[src/rtl/semaforo_monitor_if.sv]
// Lamp-side bus between the traffic-light controller and the safety monitor.
// Controller side is the master (drives lamps and clear); the monitor is the slave.
interface semaforo_monitor_if;
  logic [2:0] la;
  logic [2:0] lb;
  logic       clear;
  logic [2:0] safe_la;
  logic [2:0] safe_lb;
  logic       fault;
  logic [2:0] fault_code;
  logic [7:0] viol_count;

  modport master (
    output la, lb, clear,
    input  safe_la, safe_lb, fault, fault_code, viol_count
  );

  modport slave (
    input  la, lb, clear,
    output safe_la, safe_lb, fault, fault_code, viol_count
  );
endinterface

[src/rtl/semaforo_monitor.sv]
// Safety monitor on the controller lamp outputs: one register stage to the pins, forces the fault lamp
// and latches a fault code on any violation. SEMAFORO_FLASH_EN makes the fault lamp a flashing red.
module semaforo_monitor #(
  parameter int MIN_YELLOW = 2,
  parameter int MAX_HOLD   = 64
`ifdef SEMAFORO_FLASH_EN
  ,
  parameter int FLASH_HALF = 4
`endif
) (
  input logic               clk,
  input logic               reset,
  semaforo_monitor_if.slave mon
);

  localparam logic [2:0] LAMP_G = 3'b100;
  localparam logic [2:0] LAMP_Y = 3'b010;
  localparam logic [2:0] LAMP_R = 3'b001;
  localparam int HW = $clog2(MAX_HOLD + 1);
  localparam int YW = $clog2(MIN_YELLOW + 1);

  function automatic logic is_legal(input logic [2:0] c);
    return (c == LAMP_G) || (c == LAMP_Y) || (c == LAMP_R);
  endfunction

  function automatic logic step_ok(input logic [2:0] p, input logic [2:0] c);
    return (p == c) || (p == LAMP_G && c == LAMP_Y) ||
           (p == LAMP_Y && c == LAMP_R) || (p == LAMP_R && c == LAMP_G);
  endfunction

  logic [2:0]    prev_la_q, prev_la_d, prev_lb_q, prev_lb_d;
  logic [2:0]    safe_la_q, safe_la_d, safe_lb_q, safe_lb_d;
  logic          fault_q, fault_d;
  logic [2:0]    fault_code_q, fault_code_d;
  logic [7:0]    viol_count_q, viol_count_d;
  logic [YW-1:0] yel_a_q, yel_a_d, yel_b_q, yel_b_d;
  logic [HW-1:0] hold_cnt_q, hold_cnt_d;
  logic [2:0]    fault_lamp;

  logic la_ill, lb_ill, seq_a, seq_b, tim_a, tim_b;
  logic hit_code, hit_conf, hit_seq, hit_tim, hit_stall, viol;
  logic [2:0] code;

`ifdef SEMAFORO_FLASH_EN
  localparam int FW = $clog2(FLASH_HALF + 1);
  logic          flash_phase_q, flash_phase_d;
  logic [FW-1:0] flash_cnt_q, flash_cnt_d;

  always_comb begin
    flash_phase_d = flash_phase_q;
    flash_cnt_d   = flash_cnt_q;
    if (!fault_q) begin
      flash_phase_d = 1'b1;
      flash_cnt_d   = '0;
    end else if (flash_cnt_q == FW'(FLASH_HALF - 1)) begin
      flash_phase_d = ~flash_phase_q;
      flash_cnt_d   = '0;
    end else begin
      flash_cnt_d = flash_cnt_q + FW'(1);
    end
  end

  always_ff @(posedge clk) begin
    if (reset) begin
      flash_phase_q <= 1'b1;
      flash_cnt_q   <= '0;
    end else begin
      flash_phase_q <= flash_phase_d;
      flash_cnt_q   <= flash_cnt_d;
    end
  end

  assign fault_lamp = flash_phase_q ? LAMP_R : 3'b000;
`else
  assign fault_lamp = LAMP_R;
`endif

  always_comb begin
    la_ill = !is_legal(mon.la);
    lb_ill = !is_legal(mon.lb);
    // Sequence check is meaningless when either end of the transition is an illegal code.
    seq_a  = !la_ill && is_legal(prev_la_q) && !step_ok(prev_la_q, mon.la);
    seq_b  = !lb_ill && is_legal(prev_lb_q) && !step_ok(prev_lb_q, mon.lb);
    tim_a  = (prev_la_q == LAMP_Y) && (mon.la == LAMP_R) && (yel_a_q < YW'(MIN_YELLOW));
    tim_b  = (prev_lb_q == LAMP_Y) && (mon.lb == LAMP_R) && (yel_b_q < YW'(MIN_YELLOW));

    hit_code  = la_ill | lb_ill;
    hit_conf  = (mon.la != LAMP_R) && (mon.lb != LAMP_R);
    hit_seq   = seq_a | seq_b;
    hit_tim   = tim_a | tim_b;
    hit_stall = (hold_cnt_q == HW'(MAX_HOLD));
    viol      = hit_code | hit_conf | hit_seq | hit_tim | hit_stall;

    code = 3'd0;
    if      (hit_code)  code = 3'd1;
    else if (hit_conf)  code = 3'd2;
    else if (hit_seq)   code = 3'd3;
    else if (hit_tim)   code = 3'd4;
    else if (hit_stall) code = 3'd5;
  end

  always_comb begin
    prev_la_d = mon.la;
    prev_lb_d = mon.lb;

    yel_a_d = '0;
    if (mon.la == LAMP_Y)
      yel_a_d = (yel_a_q == YW'(MIN_YELLOW)) ? yel_a_q : yel_a_q + YW'(1);
    yel_b_d = '0;
    if (mon.lb == LAMP_Y)
      yel_b_d = (yel_b_q == YW'(MIN_YELLOW)) ? yel_b_q : yel_b_q + YW'(1);

    hold_cnt_d = '0;
    if (mon.la == prev_la_q && mon.lb == prev_lb_q)
      hold_cnt_d = (hold_cnt_q == HW'(MAX_HOLD)) ? hold_cnt_q : hold_cnt_q + HW'(1);

    fault_d      = fault_q;
    fault_code_d = fault_code_q;
    // A violation always beats clear, and a clear request lets the new cause replace the old one.
    if (viol) begin
      fault_d = 1'b1;
      if (!fault_q || mon.clear) fault_code_d = code;
    end else if (mon.clear) begin
      fault_d      = 1'b0;
      fault_code_d = 3'd0;
    end

    viol_count_d = viol_count_q;
    if (viol && viol_count_q != 8'hFF) viol_count_d = viol_count_q + 8'd1;

    safe_la_d = (fault_q || viol) ? fault_lamp : mon.la;
    safe_lb_d = (fault_q || viol) ? fault_lamp : mon.lb;
  end

  always_ff @(posedge clk) begin
    if (reset) begin
      prev_la_q    <= LAMP_R;
      prev_lb_q    <= LAMP_R;
      safe_la_q    <= LAMP_R;
      safe_lb_q    <= LAMP_R;
      fault_q      <= 1'b0;
      fault_code_q <= 3'd0;
      viol_count_q <= 8'd0;
      yel_a_q      <= '0;
      yel_b_q      <= '0;
      hold_cnt_q   <= '0;
    end else begin
      prev_la_q    <= prev_la_d;
      prev_lb_q    <= prev_lb_d;
      safe_la_q    <= safe_la_d;
      safe_lb_q    <= safe_lb_d;
      fault_q      <= fault_d;
      fault_code_q <= fault_code_d;
      viol_count_q <= viol_count_d;
      yel_a_q      <= yel_a_d;
      yel_b_q      <= yel_b_d;
      hold_cnt_q   <= hold_cnt_d;
    end
  end

  assign mon.safe_la    = safe_la_q;
  assign mon.safe_lb    = safe_lb_q;
  assign mon.fault      = fault_q;
  assign mon.fault_code = fault_code_q;
  assign mon.viol_count = viol_count_q;

endmodule

[src/flat_wrapper.sv]
// flat-port wrapper written by rule: the top's interface ports become plain ports
module semaforo_monitor_flat 
#(
  parameter int MIN_YELLOW = 2,
  parameter int MAX_HOLD   = 64

)
  (clk, reset, mon_la, mon_lb, mon_clear, mon_safe_la, mon_safe_lb, mon_fault, mon_fault_code, mon_viol_count);
  semaforo_monitor_if mon_i ();
  input logic clk;
  input logic reset;
  input wire logic [$bits(mon_i.la)-1:0] mon_la;
  input wire logic [$bits(mon_i.lb)-1:0] mon_lb;
  input wire logic [$bits(mon_i.clear)-1:0] mon_clear;
  output wire logic [$bits(mon_i.safe_la)-1:0] mon_safe_la;
  output wire logic [$bits(mon_i.safe_lb)-1:0] mon_safe_lb;
  output wire logic [$bits(mon_i.fault)-1:0] mon_fault;
  output wire logic [$bits(mon_i.fault_code)-1:0] mon_fault_code;
  output wire logic [$bits(mon_i.viol_count)-1:0] mon_viol_count;
  assign mon_i.la = mon_la;
  assign mon_i.lb = mon_lb;
  assign mon_i.clear = mon_clear;
  assign mon_safe_la = mon_i.safe_la;
  assign mon_safe_lb = mon_i.safe_lb;
  assign mon_fault = mon_i.fault;
  assign mon_fault_code = mon_i.fault_code;
  assign mon_viol_count = mon_i.viol_count;
  semaforo_monitor #(.MIN_YELLOW(MIN_YELLOW), .MAX_HOLD(MAX_HOLD)) u_core (.clk(clk), .reset(reset), .mon(mon_i));
endmodule
[config.mk]
export PLATFORM = sky130hd
export DESIGN_NAME = semaforo_monitor_flat
export DESIGN_NICKNAME = d
export VERILOG_FILES = /design/src/rtl/semaforo_monitor_if.sv /design/src/rtl/semaforo_monitor.sv /design/src/flat_wrapper.sv
export SDC_FILE = /design/constraint.sdc
export NUM_CORES = 1
export LEC_CHECK = 0
export CORE_UTILIZATION = 53
export DETAILED_ROUTE_END_ITERATION = 10
export PLACE_DENSITY = 0.76
export RECOVER_POWER = 25
export SYNTH_ARGS = -nofsm -noshare
export SYNTH_HDL_FRONTEND = slang
export SYNTH_SLANG_ARGS = --single-unit
[constraint.sdc]
create_clock -name clk -period 1.97 [get_ports clk]
set_input_delay 0.2955 -clock clk [delete_from_list [all_inputs] [get_ports clk]]
set_output_delay 0.2955 -clock clk [all_outputs]
set_load 0.1 [all_outputs]
==> results.sh <==
export IMPL_drive_gt1_share_pct=35.9
export IMPL_fp_dieH_um=59.3
export IMPL_cts_htree_levels=2
export IMPL_tightest_slew_ps=538
export IMPL_grt_pass1_vias=1352
export IMPL_finalHoldViolations=0
export IMPL_setup_viol=0
export IMPL_portBuffers=26
export IMPL_maxSlewViolCount=0
export IMPL_synthArstFlopShare_pct=0
export IMPL_antenna_found_initial=0
export IMPL_r2r_start="u_core.hold_cnt_q[3]"
export IMPL_grt_pass1_wl_mm=5.42
export IMPL_clock_sinks=35
export IMPL_vias=1474
export IMPL_rrSetupSlack_ps=80
export IMPL_io_pins=27
export IMPL_dp_hpwl_mm=2.55
export IMPL_seq_area_um2=718
export IMPL_p_sw_share_pct=29.5
export IMPL_ff2ff_path_depth=7
export IMPL_grt_max_degree=21
export IMPL_syn2layout_area_growth_pct=30.5
export IMPL_cts_buffers=5
export IMPL_layout_commonest_cell="buf_4"
export IMPL_status="completed"
export IMPL_endpoint="u_core.mon.viol_count[7]"
export IMPL_max_slew_margin_rel_pct=64.3
export IMPL_power_share_sequential_pct=53.6
export IMPL_critPathRequiredTime_ps=2260
export IMPL_fin_util_pct=73.7
export IMPL_root_buffer="clkbuf_4"
export IMPL_path_class="reg -> reg"
export IMPL_synth_seq_cells=35
export IMPL_end_kind="flip-flop"
export IMPL_routed_via_density=5.30
export IMPL_fin_crit_ps=1890
export IMPL_post_route_period_util_pct=95.7
export IMPL_antenna_cells=0
export IMPL_multiInputGateArea_mm2=0.00105
export IMPL_synth_edf_count=0
export IMPL_ys_types=49
export IMPL_ant_nets=0
export IMPL_num_fill_cells=223
export IMPL_syn_area_per_cell_um2=9.29
export IMPL_holdWs_ps=329
export IMPL_ir_drop_mv=0.440
export IMPL_drc_errors=0
export IMPL_insertion_delay_ps=340
export IMPL_grt_overflow=0
export IMPL_initialDrtViolationCount=47
export IMPL_fp_dieW_um=59.3
export IMPL_hp_class="in -> reg"
export IMPL_synth_flop_cell="dfxtp_1"
export IMPL_drt_total_wl_mm=3.69
export IMPL_p_sw_uw=414
export IMPL_maxCapViolCount=0
export IMPL_start_kind="flip-flop"
export IMPL_clkTransAtPathRegs_ps=100
export IMPL_netlist_instances=187
export IMPL_synth_net_count=201
export IMPL_fin_worst_skew_ps=13.9
export IMPL_yosysWarnings=0
export IMPL_ys_seq_area_share_pct=40.3
export IMPL_startpoint="u_core.hold_cnt_q[3]"
export IMPL_die_area_mm2=0.00351
export IMPL_power_frac_comb_pct=18.2
export IMPL_initial_core_util_pct=56.5
export IMPL_crit_fanout=6
export IMPL_fmax_ghz=0.530
export IMPL_reg2reg_to="u_core.mon.viol_count[7]"
export IMPL_cts_tree="yes"
export IMPL_p_int_uw=989
export IMPL_coreArea_mm2=0.00308
export IMPL_grt_usage_pct=21.4
export IMPL_synth_area_mm2=0.00174
export IMPL_num_nets_final=248
export IMPL_clock_path_buffers=2
export IMPL_final_cell_mix="34 x buf_4, 26 x nor2_1, 23 x dfxtp_1, 11 x dfxtp_2, 10 x xor2_1"
export IMPL_pwr_density_cell_mw_per_mm2=619
export IMPL_num_rows=20
export IMPL_arrival_ps=2170
export IMPL_gp_congestion=0.826
export IMPL_wire_per_inst_um=13.3
export IMPL_power_frac_clock_pct=28.2
export IMPL_power_leakage_uw=0.000926
export IMPL_dr_pass1_iters=5
-- metal layers --
layer / vias to the layer above / global-route usage [%] / routed length (um)
li1: 745 / - / -
met1: 699 / 23.4 / 1610
met2: 24 / 36.1 / 1890
met3: 6 / 7.42 / 123
met4: 0 / 11.6 / 65
met5: - / 0 / 0
-- power groups by stage --
stage                     Sequential [uW]  Combinational (uW)  Clock [uW]
after global placement                764                 238           0
after CTS                             749                 241         405
final                                 752                 255         396
after floorplan                       845                95.7           0
after global routing                  754                 271         436
after detailed placement              766                 243           0
-- cell usage after synthesis, drive strengths merged (3+ instances only) --
library cell / number / share of area, %
dfxtp: 35 / 40
nor2: 26 / 5.6
a21oi: 10 / 2.9
xor2: 10 / 5.0
nand3: 8 / 2.6
xnor2: 7 / 3.5
buf: 6 / 3.1
nand2: 6 / 1.3
o21ai: 6 / 1.7
ha: 5 / 3.6
inv: 5 / 1.1
nand2b: 5 / 1.8
nor2b: 5 / 1.8
or3: 5 / 2.4
and2: 4 / 1.4
and3: 3 / 1.1
and4bb: 3 / 2.2
nor3: 3 / 1.5
o31ai: 3 / 1.6
or3b: 3 / 1.5
-- metrics by stage --
step | setup WS, ps | area, um^2 | TNS [ps] | power (uW) | instances
final | 84.4 | 2270 | 0 | 1400 | 278
after global routing | -13.7 | 2270 | -13.7 | 1460 | 278
after CTS | 5.13 | 2140 | 0 | 1400 | 274
after detailed placement | -477 | 2090 | -7170 | 1010 | 267
after global placement | -432 | 2090 | -6350 | 1000 | 267
after floorplan | 99.2 | 1750 | 0 | 940 | 187
-- critical path, stage by stage (launching register included) --
cell,delay [ps]
dfxtp_2,350
nor4b_4,300
nand3b_1,170
nand3_2,150
o31ai_4,90
buf_4,160
or4_1,480
a21oi_2,120
-- flip-flops by register name (all words and copies together) (netlist names) --
register / cells
u_core.mon.fault: 1
u_core.mon.viol_count: 8
u_core.yel_a_q: 2
u_core.mon.safe_la: 3
u_core.hold_cnt_q: 7
u_core.mon.safe_lb: 3
u_core.mon.fault_code: 3
u_core.prev_lb_q: 3
u_core.yel_b_q: 2
u_core.prev_la_q: 3
-- final cells by class --
class                           count  share of cell area [%]
Timing Repair Buffer               48                    16.3
Tap cell                           44                    2.43
Clock buffer                        6                    2.26
Inverter                            5                   0.828
Sequential cell                    35                    31.7
Clock inverter                      1                   0.221
Multi-Input combinational cell    139                    46.2
-- cell families after synthesis --
family,count (synthesis),share of synthesized area [%]
flops,35,40.3
buf+inv,13,4.61
mux,2,1.15
xor+xnor,17,8.57
fa+ha+maj,5,3.60
simple gates,89,31.7
compound gates,26,10.1
-- worst min path at each step --
stage	startpoint	cells after the start	slack, ps	endpoint
3_5_place_dp	u_core.mon.viol_count[5]	2	470	u_core.mon.viol_count[5]
3_3_place_gp	u_core.mon.viol_count[5]	2	460	u_core.mon.viol_count[5]
5_1_grt	mon_lb[1]	2	330	u_core.mon.safe_lb[1]
4_1_cts	mon_la[2]	2	470	u_core.prev_la_q[2]
2_1_floorplan	mon_lb[0]	1	400	u_core.mon.safe_lb[0]
6_report	mon_lb[1]	2	330	u_core.mon.safe_lb[1]
-- repair_timing --
action                                  in CTS  in global routing
gates cloned                                 0                  1
hold buffers                                 0                  0
pin swaps                                    1                  9
endpoints found under the setup margin      12                 16
hold endpoints to repair                     0                  0
gates resized for setup                      4                 29
setup buffers                                0                  3
Power figures use the tool's default switching activity.
